### src/rtl/record_pkg.sv
// rtl/record_pkg.sv - shared types and constants for the record sequencer
package record_pkg;
    localparam int WORD_W  = 32;
    localparam int DIV_MIN = 2;

    typedef enum logic [2:0] {
        IDLE,
        ARM,
        RUN,
        DRAIN,
        DONE
    } recState_t;
endpackage

### src/rtl/record_sequencer_sample_divider.sv
// rtl/record_sequencer_sample_divider.sv - sample-rate divider, one registered pulse every div cycles
module sample_divider #(
    parameter int DIV_W = 16
) (
    input  logic             clk,
    input  logic             reset,
    input  logic             clear,
    input  logic             enable,
    input  logic [DIV_W-1:0] div,
    output logic             pulse
);
    localparam logic [DIV_W-1:0] ONE = 1;

    logic [DIV_W-1:0] count;
    logic [DIV_W-1:0] divLast;

    assign divLast = div - ONE;

    // Pulse is registered off the terminal count, so it lands div cycles after the first enabled cycle.
    always_ff @(posedge clk or posedge reset) begin
        if (reset) begin
            count <= '0;
            pulse <= 1'b0;
        end else if (clear) begin
            count <= '0;
            pulse <= 1'b0;
        end else if (enable) begin
            if (count == divLast) begin
                count <= '0;
                pulse <= 1'b1;
            end else begin
                count <= count + ONE;
                pulse <= 1'b0;
            end
        end else begin
            pulse <= 1'b0;
        end
    end
endmodule

### src/rtl/record_sequencer.sv
// rtl/record_sequencer.sv - sequences one recording channel: arm, trigger, sample, buffer, report
module record_sequencer
    import record_pkg::*;
#(
    parameter int DIV_W = 16,
    parameter int CNT_W = 16
) (
    input  logic              clk,
    input  logic              reset,
    input  logic              start,
    input  logic              abort,
    input  logic              trigMode,
    input  logic              trigger,
    input  logic [DIV_W-1:0]  divisor,
    input  logic [CNT_W-1:0]  numWords,
    output logic              recEnable,
    output logic              samplePulse,
    input  logic [WORD_W-1:0] recWord,
    input  logic              recValid,
    output logic [WORD_W-1:0] mOutData,
    output logic              mOutValid,
    input  logic              mOutReady,
    output logic              busy,
    output logic              done,
    output logic              overflow,
    output logic [CNT_W-1:0]  wordsSent
);
    localparam logic [CNT_W-1:0] CNT_ONE = 1;
    localparam logic [DIV_W-1:0] DIV_FLOOR = DIV_W'(DIV_MIN);

    recState_t        state, stateNext;
    logic [DIV_W-1:0] divQ;
    logic [CNT_W-1:0] numWordsQ;
    logic             recValidQ, triggerQ;
    logic             recEdge, trigEdge, outFree;
    logic             startTaken, loadWord, dropWord, lastLoad;
    logic             divPulse;

    assign recEdge    = recValid & ~recValidQ;
    assign trigEdge   = trigger & ~triggerQ;
    assign outFree    = ~mOutValid | mOutReady;
    assign startTaken = (state == IDLE) & start & ~abort;
    assign loadWord   = (state == RUN) & recEdge & outFree & ~abort;
    assign dropWord   = (state == RUN) & recEdge & ~outFree & ~abort;
    assign lastLoad   = loadWord & ((wordsSent + CNT_ONE) == numWordsQ);

    sample_divider #(
        .DIV_W (DIV_W)
    ) uDivider (
        .clk    (clk),
        .reset  (reset),
        .clear  (state != RUN),
        .enable (state == RUN),
        .div    (divQ),
        .pulse  (divPulse)
    );

    always_ff @(posedge clk or posedge reset) begin
        if (reset) begin
            state <= IDLE;
        end else begin
            state <= stateNext;
        end
    end

    always_comb begin
        stateNext   = state;
        recEnable   = 1'b0;
        samplePulse = 1'b0;
        busy        = (state != IDLE);
        done        = 1'b0;
        case (state)
            IDLE: begin
                if (start) begin
                    if (numWords == '0) stateNext = DONE;
                    else                stateNext = trigMode ? ARM : RUN;
                end
            end
            ARM: begin
                if (trigEdge) stateNext = RUN;
            end
            RUN: begin
                recEnable   = 1'b1;
                samplePulse = divPulse;
                if (lastLoad) stateNext = DRAIN;
            end
            DRAIN: begin
                if (outFree) stateNext = DONE;
            end
            DONE: begin
                done      = 1'b1;
                stateNext = IDLE;
            end
            default: stateNext = IDLE;
        endcase
        if (abort) stateNext = IDLE;
    end

    always_ff @(posedge clk or posedge reset) begin
        if (reset) begin
            recValidQ <= 1'b0;
            triggerQ  <= 1'b0;
            divQ      <= DIV_FLOOR;
            numWordsQ <= '0;
            mOutData  <= '0;
            mOutValid <= 1'b0;
            overflow  <= 1'b0;
            wordsSent <= '0;
        end else begin
            recValidQ <= recValid;
            triggerQ  <= trigger;
            if (startTaken) begin
                divQ      <= (divisor < DIV_FLOOR) ? DIV_FLOOR : divisor;
                numWordsQ <= numWords;
                overflow  <= 1'b0;
                wordsSent <= '0;
            end
            // mOutData only moves on a load, and loads only happen when the register is free.
            if (abort) begin
                mOutValid <= 1'b0;
            end else if (loadWord) begin
                mOutData  <= recWord;
                mOutValid <= 1'b1;
                if (wordsSent != {CNT_W{1'b1}}) wordsSent <= wordsSent + CNT_ONE;
            end else if (mOutValid && mOutReady) begin
                mOutValid <= 1'b0;
            end
            if (dropWord) overflow <= 1'b1;
        end
    end
endmodule

### config.mk
export PLATFORM = sky130hd
export DESIGN_NAME = record_sequencer
export DESIGN_NICKNAME = d
export VERILOG_FILES = /design/src/rtl/record_pkg.sv /design/src/rtl/record_sequencer_sample_divider.sv /design/src/rtl/record_sequencer.sv
export SDC_FILE = /design/constraint.sdc
export NUM_CORES = 1
export LEC_CHECK = 0
export BUFFER_PORTS_ARGS = -buffer_cell sky130_fd_sc_hd__buf_2
export CAP_MARGIN = 20
export CORE_MARGIN = 2
export CORE_UTILIZATION = 40
export DETAILED_ROUTE_END_ITERATION = 6
export PLACE_DENSITY = 0.62
export SETUP_SLACK_MARGIN = 0.15
export SYNTH_ARGS = -nofsm -noshare
export SYNTH_HDL_FRONTEND = slang
export SYNTH_SLANG_ARGS = --single-unit
### constraint.sdc
create_clock -name clk -period 3.74 [get_ports clk]
set_clock_uncertainty 0.2 [all_clocks]
set_input_delay 0.748 -clock clk [delete_from_list [all_inputs] [get_ports clk]]
set_output_delay 0.748 -clock clk [all_outputs]
set_load 0.1 [all_outputs]
==> impl_metrics.py, run 1 <==
metrics = {
    "status": {
        "status": "completed",
    },
    "route": {
        "routed_via_density": 5.447,
        "drt-initial-drc-count": 241,
        "dr.pass1.iters": 4,
        "drc": 0,
        "met3WireLength_um": 691,
        "top_layer": "met4",
        "drt-wirelength-per-cell_um": 16.11,
        "met1_length_um": 5901,
        "route.met2.wl_um": 6212,
        "ant_nets": 0,
        "routed_wl_um": 13050,
        "vias": 4412,
    },
    "synth": {
        "synth_cells": 517,
        "synthesis.yosys.warnings": 0,
        "synthSimpleGateAreaFrac": 0.1748,
        "ys_seq_area_frac": 0.4693,
        "yosys-top-cells-count": "dfrtp_1, mux2_2, o21ai_0",
        "synth_xor_area_frac": 0.07894,
        "synth_compound_area_frac": 0.1062,
        "synthMuxAreaShare": 0.1315,
        "synth_top_area_share": 0.4646,
        "synth_area_um2": 5548,
        "postSynthAreaPerCell_um2": 10.73,
        "synth_fa_ha_area_frac": 0.006766,
        "synth-edff-count": 0,
        "synth_top_family_by_area": "simple AND/OR/NAND/NOR gates",
        "synth_top_area_cell": "dfrtp_1",
        "post_synth_num_cell_types": 66,
        "ys_ff_latch": 104,
        "async_flop_share": 1.000,
        "synthesis.nets": 592,
        "yosysMostFrequentCell": "dfrtp_1",
        "synth-main-ff-cell": "dfrtp_1",
        "yosys-top-cells-area": "dfrtp_1, mux2_2, xnor2_1",
    },
    "setup_path": {
        "cp_max_fo": 13,
        "rrSetupSlack_ps": 710,
        "criticalPathCategory": "reg2reg",
        "end_kind": "register",
        "worstPathCellList": "and3_1 -> a21oi_1 -> or4_1 -> a2111oi_1 -> nand4_1 -> o311ai_1",
        "worst_setup_path_start_kind": "register",
        "crit_slowest_cell": "a2111oi_1",
        "critPathRequiredTime_ps": 3800,
        "cp.arrival_ps": 3090,
        "r2r-start": "wordsSent[4]$_DFF_PP0_",
        "cpPeakStageDelay_ps": 670,
        "startpoint": "wordsSent[4]$_DFF_PP0_",
    },
    "place": {
        "dp_cells": 795,
        "dp_slack_ps": 751.2,
        "gp_congestion": 0.8463,
        "io_buffers": 125,
        "hpwl_um": 9715,
    },
    "pwr": {
        "clkPwrFrac": 0.175,
        "internal-power_mw": 2.860,
        "power.density_nw_per_um2": 860.8,
        "swShare": 0.4989,
        "pwr-share-seq": 0.325,
        "p_comb_frac": 0.500,
        "p_sw_mw": 2.848,
        "p_leak_nw": 2.939,
        "irDropWorstVdd_v": 0.0006523,
    },
    "floorplanning": {
        "initial_utilization": 0.4044,
        "die_w_um": 121.8,
        "die_area_um2": 14830,
        "ioPinCount": 126,
        "coreArea_um2": 13720,
        "die_height_um": 121.8,
        "rows": 43,
    },
    "global_routing": {
        "antenna_found_initial": 0,
        "first_global_vias": 4317,
        "grt_max_degree": 71,
        "grtUsageTotal": 0.1833,
        "overflow": 0,
        "grt_pass1_wl_um": 21380,
    },
    "sta": {
        "fmax_ghz": 0.3297,
        "final-hold-violation-count": 0,
        "period_share": 0.8111,
        "min_period_ps": 3033,
        "rsz0062_at_grt": "no",
        "tightest_slew_ps": 781.4,
        "layout_setup_ws_ps": 706.6,
        "tns_ps": 0,
        "relSlewSlack": 0.4742,
        "final_max_slew_viol_count": 0,
        "setup_viol": 0,
    },
    "clock_network": {
        "clockBufferDepth": 2,
        "htreeDepth": 3,
        "worstSkewPairLatency_ps": 360,
        "cts-root-buf": "clkbuf_16",
        "path_clk_slew_ps": 70,
        "clock-sinks": 104,
        "holdBufCountCts": 0,
        "cts-resized-gates": 0,
        "cts_made_buffers": 9,
        "tritoncts": "built",
        "post_cts_buffers": 0,
    },
    "finish": {
        "nFillCells": 1308,
        "fin_nets": 701,
        "drive_gt1_frac": 0.3683,
        "fin_util": 0.4834,
        "syn2layout_area_growth_pct": 19.53,
        "diodes": 0,
        "stdcell_count": 810,
    },
    "min_path": {
        "hp-class": "reg2reg",
        "holdCritStartpoint": "overflow$_DFFE_PP0P_",
    },
    "flow_run": {
        "cap_violations": 0,
    },
}
critical path: cells and delay by family, from the launching register on:
kind / cells / cell delay [ps]
flops: 1 / 590
simple gates: 3 / 1080
compound gates: 3 / 1060
final cells by class:
| type | instances | area [um^2] | area share |
|---|---|---|---|
| Clock buffer | 10 | 229.0 | 0.03453 |
| Clock inverter | 5 | 82.58 | 0.01245 |
| Inverter | 13 | 52.55 | 0.007925 |
| Multi-Input combinational cell | 369 | 2770 | 0.4177 |
| Sequential cell | 104 | 2604 | 0.3926 |
| Tap cell | 180 | 225.2 | 0.03396 |
| Timing Repair Buffer | 129 | 668.1 | 0.1008 |
sequential cells by signal, indices dropped and copies added (netlist names):
| name | cells |
|---|---|
| state | 3 |
| wordsSent | 16 |
| recValidQ | 1 |
| mOutValid | 1 |
| triggerQ | 1 |
| divQ | 16 |
| numWordsQ | 16 |
| uDivider.pulse | 1 |
| mOutData | 32 |
| uDivider.count | 16 |
| overflow | 1 |
cell families (layout without fill, tap and decap cells):
family                     after synthesis  in the layout
and+or+nand+nor                        166            166
AOI/OAI and AO/OA                       85             85
adders and majority gates                3              3
xor gates and xnor gates                50             50
muxes                                   65             65
DFF                                    104            104
buffers and inverters                   44            157
per-layer routing:
layer / vias up / GRT usage
li1: 2106 / -
met1: 2174 / 0.2535
met2: 116 / 0.2846
met3: 16 / 0.03324
met4: 0 / 0.07543
met5: - / 0
layout by cell type, fill, tap and decap left out, types with 7 or more instances in the layout:
master | synthesis | routed
a21oi_1 | 12 | 12
a31oi_1 | 9 | 9
and3_1 | 9 | 9
buf_2 | 6 | 125
clkbuf_16 | 0 | 9
dfrtp_1 | 103 | 103
inv_1 | 13 | 12
mux2_2 | 63 | 63
nand2_1 | 24 | 24
nand2b_1 | 7 | 7
nand3_1 | 18 | 18
nand4_1 | 11 | 11
nor2_1 | 20 | 20
nor2_2 | 10 | 10
nor2b_1 | 7 | 7
nor3_1 | 9 | 9
nor4_1 | 16 | 16
o21ai_0 | 26 | 26
xnor2_1 | 25 | 25
xor2_1 | 25 | 25
through the flow:
| stage | hold slack [ps] | total power, mW | cell area (um^2) |
|---|---|---|---|
| 2_1_floorplan | 267.9 | 4.221 | 5558 |
| 3_3_place_gp | 262.5 | 4.671 | 6320 |
| 3_5_place_dp | 275.0 | 4.737 | 6320 |
| 4_1_cts | 301.9 | 5.755 | 6631 |
| 5_1_grt | 302.4 | 6.017 | 6631 |
| 6_report | 292.2 | 5.708 | 6631 |
final timing paths:
check                                            to  cells after the start
max                            state[1]$_DFFE_PP0P_                      6
min                            overflow$_DFFE_PP0P_                      2
max reg2reg                    state[1]$_DFFE_PP0P_                      6
min reg2reg                    overflow$_DFFE_PP0P_                      2
max in group asynchronous   mOutData[2]$_DFFE_PP0P_                      3
min in group asynchronous  mOutData[18]$_DFFE_PP0P_                      2
power by group through the flow:
| stage | Sequential [mW] | Combinational [mW] | Clock [mW] |
|---|---|---|---|
| floorplan | 3.08 | 1.14 | 0 |
| global placement | 1.85 | 2.82 | 0 |
| detailed placement | 1.87 | 2.86 | 0 |
| CTS | 1.85 | 2.87 | 1.03 |
| global route | 1.92 | 3.02 | 1.08 |
| finish | 1.85 | 2.86 | 0.998 |
Power figures use the tool's default switching activity.
==> inputs of run 2 (changes only) <==
Settings changed: PLACE_DENSITY 0.62 to 0.6.
Clock period 3.74 ns to 3 ns, I/O delays scaled along.
==> impl_metrics.py, run 2 (same netlist as run 1, synthesis figures left out) <==
metrics = {
    "setup_path": {
        "critPathRequiredTime_ps": 3040,
        "criticalPathCategory": "reg2reg",
        "cp.arrival_ps": 2910,
        "cp_max_fo": 8,
        "worst_setup_path_start_kind": "register",
        "end_kind": "register",
    },
    "place": {
        "gp_congestion": 0.9239,
        "hpwl_um": 9992,
        "dp_cells": 803,
        "io_buffers": 125,
    },
    "sta": {
        "rsz0062_at_grt": "yes",
        "period_share": 0.9569,
        "hold_ws_ps": 116.8,
        "final-hold-violation-count": 0,
        "tightest_slew_ps": 606.6,
        "tns_ps": 0,
        "final_max_slew_viol_count": 0,
        "min_period_ps": 2871,
        "setup_viol": 0,
        "relSlewSlack": 0.5947,
        "fmax_ghz": 0.3483,
    },
    "global_routing": {
        "antenna_found_initial": 0,
        "grt_pass1_wl_um": 21970,
        "grtUsageTotal": 0.1875,
        "first_global_vias": 4391,
        "overflow": 0,
        "grt_max_degree": 52,
    },
    "clock_network": {
        "htreeDepth": 3,
        "cts-root-buf": "clkbuf_16",
        "holdBufCountCts": 0,
        "clockBufferDepth": 2,
        "worstSkewPairLatency_ps": 350,
        "path_clk_slew_ps": 70,
        "tritoncts": "built",
        "cts_made_buffers": 9,
        "clock-sinks": 104,
    },
    "floorplanning": {
        "initial_utilization": 0.4044,
        "die_w_um": 121.8,
        "coreArea_um2": 13720,
        "die_area_um2": 14830,
        "ioPinCount": 126,
        "rows": 43,
        "die_height_um": 121.8,
    },
    "finish": {
        "fin_util": 0.5040,
        "largest_reg_flops": 32,
        "layout_common_cells": "buf_2, dfrtp_1, mux2_2, xor2_1, xnor2_1",
        "fin_nets": 716,
        "diodes": 0,
        "syn2layout_area_growth_pct": 24.63,
        "final_common_cell": "buf_2",
        "stdcell_count": 826,
        "drive_gt1_frac": 0.4319,
        "top_register": "mOutData",
    },
    "flow_run": {
        "cap_violations": 0,
    },
    "pwr": {
        "irDropWorstVdd_v": 0.0007709,
        "power.density_nw_per_um2": 1064,
        "p_leak_nw": 3.042,
    },
    "route": {
        "drt-initial-drc-count": 326,
        "ant_nets": 0,
        "drt-wirelength-per-cell_um": 16.62,
        "dr.pass1.iters": 4,
        "vias": 4514,
        "drc": 0,
        "routed_wl_um": 13730,
        "routed_via_density": 5.465,
    },
    "status": {
        "status": "completed",
    },
    "min_path": {
        "hp-class": "in2async",
    },
}
## run 2: cell count changes in the layout (fill, tap and decap cells not counted), moves of 2 or more
cell / previous run / this run
nor4_4: 0 / 3
o21ai_0: 26 / 14
dfrtp_2: 0 / 15
o21ai_1: 1 / 13
ha_1: 3 / 1
buf_4: 3 / 16
dfrtp_1: 103 / 88
clkbuf_8: 0 / 2
ha_4: 0 / 2
nor4_1: 16 / 13
clkinvlp_4: 4 / 1
## run 2: through the flow
step	instance area, um^2	worst slack, ps	total power [mW]
6_report	6914	129.3	7.357
2_1_floorplan	5635	-185.9	5.304
4_1_cts	6753	191.9	7.222
5_1_grt	6914	32.18	7.747
3_3_place_gp	6434	222.9	5.889
3_5_place_dp	6434	111.5	5.972
## run 2: cell type report
cell class	instances	area (um^2)
clock buffer	13	260.3
clock inverter	3	47.55
fill	1283	6805
inverter	13	52.55
multi-input combinational	369	2895
sequential	104	2623
tap	180	225.2
timing repair buffer	144	810.8
## run 2: final timing paths
kind	start	endpoint	slack, ps	cells past startpoint
max in group asynchronous	reset	mOutData[31]$_DFFE_PP0P_	1730	3
hold reg to reg	overflow$_DFFE_PP0P_	overflow$_DFFE_PP0P_	290	2
setup / recovery	divQ[2]$_DFFE_PP0P_	uDivider.count[8]$_DFF_PP0_	130	7
min in group clk	recValid	recValidQ$_DFF_PP0_	170	1
hold / removal	reset	mOutData[25]$_DFFE_PP0P_	120	2
setup reg to reg	divQ[2]$_DFFE_PP0P_	uDivider.count[8]$_DFF_PP0_	130	7
## run 2: timing repair
item | in CTS | in global routing
setup buffers | 0 | 6
pin swaps | 0 | 10
endpoints found under the setup margin | 16 | 18
resized for setup | 2 | 19
cloned | 0 | 1
## run 2: layer usage
layer  part of all wire  track usage
met5                  0            0
met4              0.020      0.06825
met3              0.047      0.03839
met2               0.51       0.3115
met1               0.42       0.2425
## run 2: worst max-delay path, cell delays in order, from the launching register on
cell	delay [ps]
dfrtp_2	430
or4_4	560
nor4_1	310
xnor2_1	190
nand4_1	210
o41ai_4	560
clkbuf_16	260
nor2_2	40
## run 2: power breakdown
part / leakage (nW) / switching, mW / total (mW) / internal, mW
Sequential: 1.29 / 0.455 / 2.33 / 1.88
Combinational: 1.60 / 2.69 / 3.81 / 1.12
Clock: 0.150 / 0.515 / 1.21 / 0.698
